--- src/rtl/uart_pkg.sv ---
// Shared types and constants for the UART receive path.
package uart_pkg;

   localparam int UART_DATA_BITS = 8;

   typedef enum logic [2:0] {
      WAIT_IDLE,
      IDLE,
      START,
      DATA,
      STOP
   } rx_state_t;

   // Number of bits needed to hold 0..clks-1 (at least 1).
   function automatic int baud_cnt_w(input int clks);
      int w;
      w = 1;
      while ((64'd1 << w) < 64'(clks)) w++;
      return w;
   endfunction

endpackage

--- src/rtl/uart_baud_tick.sv ---
// Down-counting bit timer: loaded with a half-bit or full-bit interval and
// producing a one-cycle tick when the count reaches zero while enabled.
module uart_baud_tick
   import uart_pkg::*;
#(
   parameter int CLKS_PER_BIT = 87
) (
   input  logic clk_i,
   input  logic rst_i,
   input  logic load_i,
   input  logic load_half_i,
   input  logic en_i,
   output logic tick_o
);

   localparam int CW       = baud_cnt_w(CLKS_PER_BIT);
   localparam int HALF_BIT = CLKS_PER_BIT / 2;

   // Loading N makes the tick land N+1 cycles after the load cycle.
   localparam logic [CW-1:0] RELOAD_FULL = CW'(CLKS_PER_BIT - 1);
   localparam logic [CW-1:0] RELOAD_HALF = CW'(HALF_BIT - 1);

   logic [CW-1:0] cnt_q, cnt_d;

   // Next count: a load wins over counting; hold at zero when idle.
   always_comb begin
      cnt_d = cnt_q;
      if (load_i) begin
         cnt_d = load_half_i ? RELOAD_HALF : RELOAD_FULL;
      end else if (en_i && (cnt_q != '0)) begin
         cnt_d = cnt_q - CW'(1);
      end
   end

   // Counter register.
   always_ff @(posedge clk_i) begin
      if (rst_i) cnt_q <= '0;
      else       cnt_q <= cnt_d;
   end

   assign tick_o = en_i & (cnt_q == '0);

endmodule

--- src/rtl/uart_rx_core.sv ---
// 8N1 UART receiver: mid-bit sampling FSM, LSB-first shifter and a
// one-entry holding register with valid/ready handshake. Framing errors
// and overruns are reported as one-cycle pulses.
module uart_rx_core
   import uart_pkg::*;
#(
   parameter int CLKS_PER_BIT = 87
) (
   input  logic                      clk,
   input  logic                      rst,
   input  logic                      rx,
   output logic [UART_DATA_BITS-1:0] rx_data,
   output logic                      rx_valid,
   input  logic                      rx_ready,
   output logic                      frame_error,
   output logic                      overrun,
   output logic                      busy
);

   localparam logic [2:0] LAST_BIT = 3'(UART_DATA_BITS - 1);

   rx_state_t                 state_q;
   logic [2:0]                bit_idx_q;
   logic [UART_DATA_BITS-1:0] shift_q, shift_d;
   logic [UART_DATA_BITS-1:0] rx_data_q;
   logic                      rx_valid_q;
   logic                      frame_error_q;
   logic                      overrun_q;
   logic                      busy_q;

   logic baud_load, baud_half, baud_en, tick;
   logic accept;

   uart_baud_tick #(
      .CLKS_PER_BIT (CLKS_PER_BIT)
   ) u_baud (
      .clk_i       (clk),
      .rst_i       (rst),
      .load_i      (baud_load),
      .load_half_i (baud_half),
      .en_i        (baud_en),
      .tick_o      (tick)
   );

   // Timer control: half-bit load on the start edge, full-bit reload on every sample.
   always_comb begin
      baud_en   = (state_q == START) || (state_q == DATA) || (state_q == STOP);
      baud_half = 1'b0;
      baud_load = 1'b0;
      if ((state_q == IDLE) && !rx) begin
         baud_load = 1'b1;
         baud_half = 1'b1;
      end else if (tick) begin
         baud_load = 1'b1;
      end
   end

   // New bits enter at the MSB so the first (LSB) bit ends up in [0].
   assign shift_d = {rx, shift_q[UART_DATA_BITS-1:1]};
   assign accept  = rx_valid_q & rx_ready;

   // Receive FSM, shifter and holding register.
   always_ff @(posedge clk) begin
      if (rst) begin
         state_q       <= WAIT_IDLE;
         bit_idx_q     <= '0;
         shift_q       <= '0;
         rx_data_q     <= '0;
         rx_valid_q    <= 1'b0;
         frame_error_q <= 1'b0;
         overrun_q     <= 1'b0;
         busy_q        <= 1'b0;
      end else begin
         frame_error_q <= 1'b0;
         overrun_q     <= 1'b0;
         if (accept) rx_valid_q <= 1'b0;

         case (state_q)
            // Line must be seen idle before any start edge is trusted.
            WAIT_IDLE: begin
               if (rx) state_q <= IDLE;
            end
            IDLE: begin
               if (!rx) begin
                  state_q <= START;
                  busy_q  <= 1'b1;
               end
            end
            START: begin
               if (tick) begin
                  if (rx) begin
                     // Glitch shorter than half a bit: abandon quietly.
                     state_q <= IDLE;
                     busy_q  <= 1'b0;
                  end else begin
                     state_q   <= DATA;
                     bit_idx_q <= '0;
                  end
               end
            end
            DATA: begin
               if (tick) begin
                  shift_q <= shift_d;
                  if (bit_idx_q == LAST_BIT) state_q   <= STOP;
                  else                       bit_idx_q <= bit_idx_q + 3'd1;
               end
            end
            STOP: begin
               if (tick) begin
                  busy_q <= 1'b0;
                  if (rx) begin
                     state_q <= IDLE;
                     // Same-cycle accept frees the slot for the new byte.
                     if (!rx_valid_q || rx_ready) begin
                        rx_data_q  <= shift_q;
                        rx_valid_q <= 1'b1;
                     end else begin
                        overrun_q <= 1'b1;
                     end
                  end else begin
                     frame_error_q <= 1'b1;
                     state_q       <= WAIT_IDLE;
                  end
               end
            end
            default: begin
               state_q <= WAIT_IDLE;
               busy_q  <= 1'b0;
            end
         endcase
      end
   end

   assign rx_data     = rx_data_q;
   assign rx_valid    = rx_valid_q;
   assign frame_error = frame_error_q;
   assign overrun     = overrun_q;
   assign busy        = busy_q;

endmodule

--- config.mk ---
export PLATFORM = sky130hd
export DESIGN_NAME = uart_rx_core
export DESIGN_NICKNAME = d
export VERILOG_FILES = /design/src/rtl/uart_pkg.sv /design/src/rtl/uart_baud_tick.sv /design/src/rtl/uart_rx_core.sv
export SDC_FILE = /design/constraint.sdc
export NUM_CORES = 1
export LEC_CHECK = 0
export ABC_CLOCK_PERIOD_IN_PS = 2400
export CAP_MARGIN = 15
export CORE_MARGIN = 2
export CORE_UTILIZATION = 30
export DETAILED_ROUTE_END_ITERATION = 10
export HOLD_SLACK_MARGIN = 0.08
export PLACE_DENSITY_LB_ADDON = 0.05
export SYNTH_ARGS = -nofsm -noshare
export SYNTH_HDL_FRONTEND = slang
export SYNTH_SLANG_ARGS = --single-unit
--- constraint.sdc ---
create_clock -name clk -period 2.4 [get_ports clk]
set_clock_uncertainty 0.05 [all_clocks]
set_input_delay 0.24 -clock clk [delete_from_list [all_inputs] [get_ports clk]]
set_output_delay 0.24 -clock clk [all_outputs]
set_load 0.01 [all_outputs]
==> results by group, run 1 <==
Die
  • Die area: between 0.005 and 0.006 mm^2
  • Die W: 73.8 um
  • Row Count: 25
  • Core box area: 0.00472 mm^2
  • Initial Util: 30.9%
  • I/O pins: 16
  • Die Y: 73.8 um

Power
  • Comb pwr share: 12.8%
  • Sw Pwr: ~310 uW
  • Internal power: 818 uW
  • Clock share of power: 35.4%
  • Worst VDD drop: 0.420 mV
  • Reg power frac: between 50% and 60%
  • Net Sw Frac: roughly 27%
  • Power Total: 1130 uW
  • Power per cell area: 640 mW/mm^2
  • LEAKAGE: around 0.00066 uW

Critical path
  • Arrival time worst endpoint: ~2100 ps
  • Required time worst endpoint: 2570 ps
  • Crit path buf inv count: 0
  • Cell at the slowest stage of the critical path: or3_2
  • Worst stage delay on the critical path: slightly above 500 ps
  • Worst Path Max Fanout: 8
  • Family with the most delay on the worst path: simple AND/OR/NAND/NOR gates
  • Reg-to-reg slack, setup: between 400 and 500 ps
  • Worst setup SP type: flip-flop
  • CP Cell Sequence: nor2b_1 -> nand3_1 -> or3_2 -> a21oi_1
  • CP Class: reg -> reg
  • R2R cell count: 4
  • Worst Setup End Kind: flip-flop
  • R2r endpoint: bit_idx_q[1]
  • Worst r2r src: state_q[1]

STA
  • Unrepaired setup endpoints after global routing: no
  • Worst slew pin tran: between 500 and 600 ps
  • Normalized max-slew margin: 65.8%
  • Final setup fails: 0
  • Final Cycle Share: 81.8%
  • Final Hold Viols: 0
  • Hold_ws: 423 ps
  • Final Critical Period: roughly 2000 ps
  • Fmax: 509 MHz
  • Pins Over Slew Limit: 0
  • Setup TNS: 0 ps

Cells and area
  • Final nets: roughly 190
  • # fillers: 498
  • Area of the multi-input gates: between 700 and 800 um^2
  • Layout area overhead: 20.5%
  • Commonest non-fill, non-tap cell in the layout: dfxtp_1
  • Ant. Diodes: 0
  • Commonest non-fill, non-tap cells in the layout: dfxtp_1, nor2_1, a21oi_1, o21ai_0, clkdlybuf4s50_1
  • FF+latch area: about 660 um^2
  • Layout cells sized above 1: 12.7%

Global route
  • Global-route wire length before repair: ~5600 um
  • Met3 GRT Util: under 10%
  • Global Route met1 Usage: 17.7%
  • Largest net degree at the start of global routing: 18
  • Initial antenna violation count: 0
  • GRT Residual Overflow: 0
  • Top Usage Layer GRT: met2
  • Vias in the first global route: 1,182
  • GR Util met2: 21.0%
  • GRT Util Overall: 13.6%

Synthesis
  • Yosys Warn Count: 0
  • EDFF count, synth: 0
  • Seq cells post-synth: 33
  • Avg Inst Size Synth: just under 9 um^2
  • Top_reg_cell synth: dfxtp_1
  • Syn_nets: approximately 170
  • Fraction of registers with async set/reset: 0%
  • Seq/Total Area, Yosys: 45.2%
  • Post-Syn Area: 0.00146 mm^2
  • Synth unique cells: 38
  • Syn Inst Count: 164

Detailed routing
  • Routed wire per std cell: approximately 14 um
  • Routed via count: 1,239
  • Post-route DRC: 0
  • DRT iter0 DRCs: 67
  • Final ANT Viol Nets: 0
  • First-pass DRT Iterations: 4
  • Routed WL: 3360 um
  • Via-per-instance ratio: 5.00

Worst hold path
  • Hold Path Depth: 2
  • Worst hold path type: reg -> reg
  • Origin of the worst min-delay path: rx_data[2]
  • WHS Endpoint: rx_data[2]

Clock tree
  • Setup Fix Bufs, Post-CTS: 0
  • Number of buffers created by CTS: 5
  • CTS tree: done
  • H-tree levels: 2
  • Root Driver: clkbuf_8
  • Clk slew on worst S/H paths: ~70 ps
  • Clock latency on the worst-skew pair: 280 ps
  • Clock sink count: 33
  • Max Buffers Root-to-Sink: 2

Place
  • Number of port buffers: 15
  • Hpwl dp: ~2300 um
  • RePlAce Congestion: 0.793

Job
  • Max capacitance violation total: 0

Run status
  • Outcome: complete, no violations
per-stage QoR:
step / utilization [%] / instance area, um^2 / instances / worst slack, ps
finish: 37.3 / 1760 / 248 / 436
global route: 37.3 / 1760 / 248 / 208
CTS: 37.2 / 1760 / 248 / 210
detailed placement: 35.5 / 1680 / 240 / 232
global placement: 35.5 / 1680 / 240 / 343
floorplan: - / 1460 / 164 / 631
area by class of cell:
type,instances,area share (%)
clock buffers,6,4.12
clock inverters,2,0.568
inverters,5,1.07
multi-input cells,116,41.8
flip-flops and latches,33,37.5
well taps,67,4.76
repair buffers,19,10.2
worst max path at each step:
stage                    startpoint           end  slack, ps  cells after the start
floorplan           u_baud.cnt_q[0]    state_q[0]        630                      7
global placement    u_baud.cnt_q[0]  bit_idx_q[0]        340                      6
detailed placement  u_baud.cnt_q[0]    state_q[0]        230                      6
CTS                 u_baud.cnt_q[0]    state_q[0]        210                      6
global route        u_baud.cnt_q[1]    state_q[0]        210                      6
finish                   state_q[1]  bit_idx_q[1]        440                      4
Yosys cell counts (4+ instances only):
master | count | share of area (%)
a21oi_1 | 16 | 5.5
nor2_1 | 16 | 4.1
dfxtp_1 | 33 | 45
nand3_1 | 14 | 4.8
o21ai_0 | 16 | 5.5
nand2_1 | 5 | 1.3
inv_1 | 5 | 1.3
clkbuf_1 | 6 | 1.5
nor2b_1 | 4 | 1.7
mux2i_1 | 9 | 6.2
per-layer routing:
layer  vias up  part of all wire [%]
met1       586                    49
met3         7                   3.6
met2        27                    46
met4         0                   1.5
met5         -                     0
li1        619                     -
sequential cells by signal, indices dropped and copies added, names as in the netlist:
register	count
rx_data	8
shift_q	8
u_baud.cnt_q	7
bit_idx_q	3
state_q	3
busy	1
frame_error	1
overrun	1
rx_valid	1
worst reg2reg max path, delay by kind of cell, from the launching register on:
kind	cells	cell delay, ps
flops	1	470
compound gates	1	140
simple gates	3	1240
logic make-up (layout without fill, tap and decap cells):
group	Yosys count	count (layout)	synth area share, %
simple gates	57	57	21.8
buf+inv	15	32	4.62
xor+xnor	3	3	1.80
compound gates	44	44	17.8
flops	33	33	45.2
fa+ha+maj	3	3	2.57
mux	9	9	6.16
power by group through the flow:
stage / combinational (uW) / sequential (uW) / clock (uW)
after global placement: 143 / 594 / 0
final: 145 / 583 / 400
after detailed placement: 144 / 595 / 0
after global routing: 164 / 585 / 436
after CTS: 146 / 582 / 416
after floorplan: 125 / 586 / 0
what timing repair did:
item	in CTS	in global routing
gates resized for setup	0	1
hold endpoints to repair	0	0
setup endpoints to repair	0	1
hold buffers	0	0
Power figures use the tool's default switching activity.
==> run 2, diff against run 1 <==
ABC_CLOCK_PERIOD_IN_PS = 1600   (was 2400)
clock period = 1.6 ns   (was 2.4 ns; I/O delays follow)
==> results by group, run 2 (synthesized netlist as in run 1, its figures left out) <==
Run status
  • Outcome: finished with violations
  • Failing checks: negative setup slack

Die
  • Die W: 73.8 um (unchanged)
  • Initial Util: 30.9% (unchanged)
  • Die Y: 73.8 um (unchanged)
  • Row Count: 25 (unchanged)
  • I/O pins: 16 (unchanged)
  • Core box area: 0.00472 mm^2 (unchanged)
  • Die area: 0.00545 mm^2 (unchanged)

Cells and area
  • Layout area overhead: 53.6%
  • Ant. Diodes: 0 (unchanged)
  • Fin cells: 278 (+12%)
  • Commonest non-fill, non-tap cells in the layout: dfxtp_1, buf_4, nor2_1, clkdlybuf4s50_1, a21oi_1
  • Final core utilization: 47.5% (+10 points)
  • Final nets: 217 (+16%)
  • # fillers: 483 (-3.0%)
  • Commonest non-fill, non-tap cell in the layout: dfxtp_1
  • Layout cells sized above 1: 38.9% (+26 points)

STA
  • Pins Over Slew Limit: 0 (unchanged)
  • Worst slew pin tran: 513 ps (+1.25 ps)
  • Normalized max-slew margin: 65.8% (about the same)
  • Final Cycle Share: 102% (+20 points)
  • Final setup fails: 2 (+2)
  • Fmax: 612 MHz (+20%)
  • Final Hold Viols: 0 (unchanged)
  • Final Critical Period: 1630 ps (-329 ps)
  • Unrepaired setup endpoints after global routing: yes
  • Hold_ws: 417 ps (-6.04 ps)
  • Final Worst Setup Slack: -35.0 ps (-471 ps)
  • Setup TNS: -64.0 ps (-64.0 ps)

Clock tree
  • Root Driver: clkbuf_8
  • Clk slew on worst S/H paths: 70 ps (about the same)
  • Number of buffers created by CTS: 5 (unchanged)
  • Max Buffers Root-to-Sink: 2 (unchanged)
  • Clock latency on the worst-skew pair: 280 ps (about the same)
  • Number of hold buffers added after CTS: 0 (unchanged)
  • H-tree levels: 2 (unchanged)
  • Clock sink count: 33 (unchanged)
  • CTS tree: done

Detailed routing
  • Final ANT Viol Nets: 0 (unchanged)
  • DRT iter0 DRCs: 32 (-52%)
  • Post-route DRC: 0 (unchanged)
  • Routed WL: 3800 um (+13%)
  • First-pass DRT Iterations: 4 (unchanged)
  • Routed via count: 1,347 (+8.7%)
  • Via-per-instance ratio: 4.85 (-3.0%)
  • Routed wire per std cell: 13.7 um (+1.1%)

Place
  • Placed cell count: 262 (+9.2%)
  • Pre-CTS setup slack: -213 ps (-445 ps)
  • Hpwl dp: 2470 um (+5.8%)
  • Number of port buffers: 15 (unchanged)
  • RePlAce Congestion: 0.726 (-8.5%)

Global route
  • GRT Util Overall: 15.1% (+1.6 points)
  • Vias in the first global route: 1,343 (+14%)
  • Largest net degree at the start of global routing: 25 (+7)
  • Initial antenna violation count: 0 (unchanged)
  • Global-route wire length before repair: 6340 um (+13%)
  • GRT Residual Overflow: 0 (unchanged)

Critical path
  • Worst Setup End Kind: flip-flop
  • Worst setup SP type: flip-flop
  • CP Class: reg -> reg
  • Arrival time worst endpoint: 1800 ps (-330 ps)
  • Worst Path Max Fanout: 7 (-1)
  • Required time worst endpoint: 1770 ps (-800 ps)

Worst hold path
  • Worst hold path type: reg -> reg

Power
  • LEAKAGE: 0.000866 uW (+32%)
  • Power per cell area: 962 mW/mm^2 (+50%)
  • Worst VDD drop: 0.504 mV (+20%)

Job
  • Max capacitance violation total: 0 (unchanged)
[run 2: cell count changes in the layout (fill, tap and decap cells not counted), sizes merged]
cell    change
buf        +30
bufinv      +1
clkinv      -2
clkbuf      +1
[run 2: worst max-delay path, stage by stage (launching register included)]
cell	delay, ps
dfxtp_2	340
nor4_4	350
nand2_2	190
or4_4	520
a21oi_2	120
[run 2: final cells by class]
class	count	area (um^2)	share of cell area, %
Multi-Input combinational cell	116	901	40.1
Timing Repair Buffer	49	459	20.5
Clock buffer	7	86.3	3.85
Clock inverter	1	30.0	1.34
Tap cell	67	83.8	3.73
Sequential cell	33	666	29.7
Inverter	5	18.8	0.836
[run 2: report_power, final]
group / leakage [uW] / total (uW) / internal, uW / switching [uW]
clock: 0.0000585 / 804 / 508 / 297
combinational: 0.000539 / 490 / 268 / 221
sequential: 0.000269 / 865 / 844 / 20.8
total: 0.000866 / 2160 / 1620 / 539
[run 2: path summary, 6_finish.rpt]
kind / startpoint / to / slack (ps) / cells after the start
worst max-delay path: u_baud.cnt_q[5] / bit_idx_q[0] / -30 / 4
worst min-delay path: rx_data[5] / rx_data[5] / 420 / 2
worst max register to register: u_baud.cnt_q[5] / bit_idx_q[0] / -30 / 4
worst min register to register: rx_data[5] / rx_data[5] / 420 / 2
[run 2: what timing repair did]
action                     in CTS  in global routing
resized for setup              20                 33
setup endpoints to repair      19                 26
setup buffers                   3                  5
pin swaps                       9                 14
[run 2: stage by stage]
stage	total power, uW	area [um^2]
finish	2160	2240
detailed placement	1210	1870
CTS	2090	2090
floorplan	1080	1480
global placement	1210	1870
global route	2270	2240
[run 2: routing by layer]
| layer | GRT usage (%) | routed length [um] | up-vias |
|---|---|---|---|
| li1 | - | - | 681 |
| met3 | 4.53 | 123 | 2 |
| met4 | 4.85 | 25 | 0 |
| met1 | 19.1 | 1750 | 647 |
| met2 | 24.6 | 1900 | 17 |
| met5 | 0 | 0 | - |
==> run 3, diff against run 2 <==
PLACE_DENSITY = 0.53   (was unset)
PLACE_DENSITY_LB_ADDON = unset   (was 0.05)
==> results by group, run 3 (synthesized netlist as in run 1, its figures left out) <==
Worst hold path
  • Hold Path Depth: 2 (unchanged)
  • Worst hold path type: reg -> reg
  • WHS Endpoint: rx_data[5]
  • Origin of the worst min-delay path: rx_data[5]

Die
  • Row Count: 25 (unchanged)
  • Die W: 73.8 um (unchanged)
  • I/O pins: 16 (unchanged)
  • Initial Util: 30.9% (unchanged)
  • Die area: 0.00545 mm^2 (unchanged)
  • Core box area: 0.00472 mm^2 (unchanged)
  • Die Y: 73.8 um (unchanged)

Place
  • RePlAce Congestion: 0.808 (+11%)
  • Hpwl dp: 2420 um (-2.1%)
  • Number of port buffers: 15 (unchanged)

Cells and area
  • Layout cells sized above 1: 36.4% (-2.5 points)
  • FF+latch area: 666 um^2 (unchanged)
  • # fillers: 440 (-8.9%)
  • Area of the multi-input gates: 861 um^2 (-4.4%)
  • Commonest non-fill, non-tap cells in the layout: dfxtp_1, buf_4, nor2_1
  • Final core utilization: 45.6% (-1.9 points)
  • Layout area overhead: 47.3%
  • Commonest non-fill, non-tap cell in the layout: dfxtp_1
  • Final nets: 215 (-0.92%)
  • Ant. Diodes: 0 (unchanged)

Global route
  • GRT Residual Overflow: 0 (unchanged)
  • GRT Util Overall: 13.5% (-1.6 points)
  • Vias in the first global route: 1,347 (+0.30%)
  • Largest net degree at the start of global routing: 20 (-20%)
  • Global-route wire length before repair: 5750 um (-9.3%)
  • Initial antenna violation count: 0 (unchanged)

Critical path
  • Reg-to-reg slack, setup: -30 ps (about the same)
  • R2R cell count: 7 (+3)
  • Critical Path Source: u_baud.cnt_q[1]
  • R2r endpoint: state_q[0]
  • Arrival time worst endpoint: 1770 ps (-30 ps)
  • Worst Setup End Kind: flip-flop
  • CP Class: reg -> reg
  • Worst r2r src: u_baud.cnt_q[1]
  • Worst setup SP type: flip-flop
  • Required time worst endpoint: 1740 ps (-30 ps)
  • Worst Path Max Fanout: 5 (-2)

Detailed routing
  • Via-per-instance ratio: 4.88 (+0.80%)
  • Routed WL: 3480 um (-8.6%)
  • DRT iter0 DRCs: 92 (+190%)
  • Routed wire per std cell: 12.6 um (-7.9%)
  • Routed via count: 1,348 (+0.074%)
  • Final ANT Viol Nets: 0 (unchanged)
  • Post-route DRC: 0 (unchanged)
  • First-pass DRT Iterations: 4 (unchanged)

Power
  • Worst VDD drop: 0.422 mV (-16%)
  • Power Total: 2090 uW (-3.1%)
  • Power per cell area: 972 mW/mm^2 (+1.1%)
  • LEAKAGE: 0.000844 uW (-2.5%)

Clock tree
  • Clock sink count: 33 (unchanged)
  • Number of hold buffers added after CTS: 0 (unchanged)
  • CTS tree: done
  • Number of buffers created by CTS: 5 (unchanged)
  • H-tree levels: 2 (unchanged)
  • Root Driver: clkbuf_8
  • Max Buffers Root-to-Sink: 2 (unchanged)
  • Clk slew on worst S/H paths: 70 ps (about the same)
  • Clock latency on the worst-skew pair: 280 ps (about the same)

STA
  • Final Hold Viols: 0 (unchanged)
  • Pins Over Slew Limit: 0 (unchanged)
  • Final Cycle Share: 102% (-0.39 points)
  • Final setup fails: 3 (+1)
  • Fmax: 614 MHz (+0.38%)
  • Worst slew pin tran: 826 ps (+313 ps)
  • Final Worst Setup Slack: -28.7 ps (+6.23 ps)
  • Unrepaired setup endpoints after global routing: yes
  • Final Critical Period: 1630 ps (-6.23 ps)
  • Normalized max-slew margin: 44.8% (-21 points)

Job
  • Max capacitance violation total: 0 (unchanged)

Run status
  • Outcome: finished with violations
  • Failing checks: negative setup slack
## run 3: cell type report
type,count,share of cell area (%)
Sequential cell,33,30.9
Multi-Input combinational cell,116,40.0
Inverter,5,0.872
Clock inverter,3,2.15
Clock buffer,5,3.20
Timing Repair Buffer,47,19.0
Tap cell,67,3.89
## run 3: critical path: stages (launching register included)
cell       delay [ps]
dfxtp_2           340
inv_2              50
ha_4              150
nor2b_4           130
buf_6             130
a311o_2           320
o221a_4           120
a2111oi_4         250
## run 3: repair_timing
action | in CTS | in global routing
gates resized for setup | 12 | 30
setup buffers | 4 | 3
pin swaps | 3 | 9
setup endpoints to repair | 20 | 26
## run 3: where the power goes
part           switching (uW)  internal [uW]  total (uW)  leakage [uW]
Clock                     325            466         791     0.0000543
Sequential               20.5            844         865      0.000269
Combinational             202            236         437      0.000521
Total                     548           1550        2090      0.000844
## run 3: how the worst max path moves through the flow
stage	cells past startpoint	endpoint
after detailed placement	7	state_q[0]
after CTS	7	state_q[0]
after floorplan	7	state_q[0]
final	7	state_q[0]
after global placement	7	state_q[0]
after global routing	7	state_q[0]
## run 3: metal layers
layer | global-route usage [%] | share of wire [%]
met3 | 4.39 | 4.1
met4 | 4.65 | 0.40
met2 | 22.9 | 51
met1 | 15.9 | 44
met5 | 0 | 0
## run 3: per-stage QoR
step	worst slack [ps]	cells	cell area [um^2]	hold WS, ps	setup TNS, ps
after floorplan	-84.2	164	1480	187	-90.1
after global placement	-147	261	1850	415	-511
after detailed placement	-200	261	1850	420	-933
after CTS	-33.7	273	2050	434	-33.7
after global routing	-94.7	276	2150	448	-580
final	-28.7	276	2150	411	-38.1
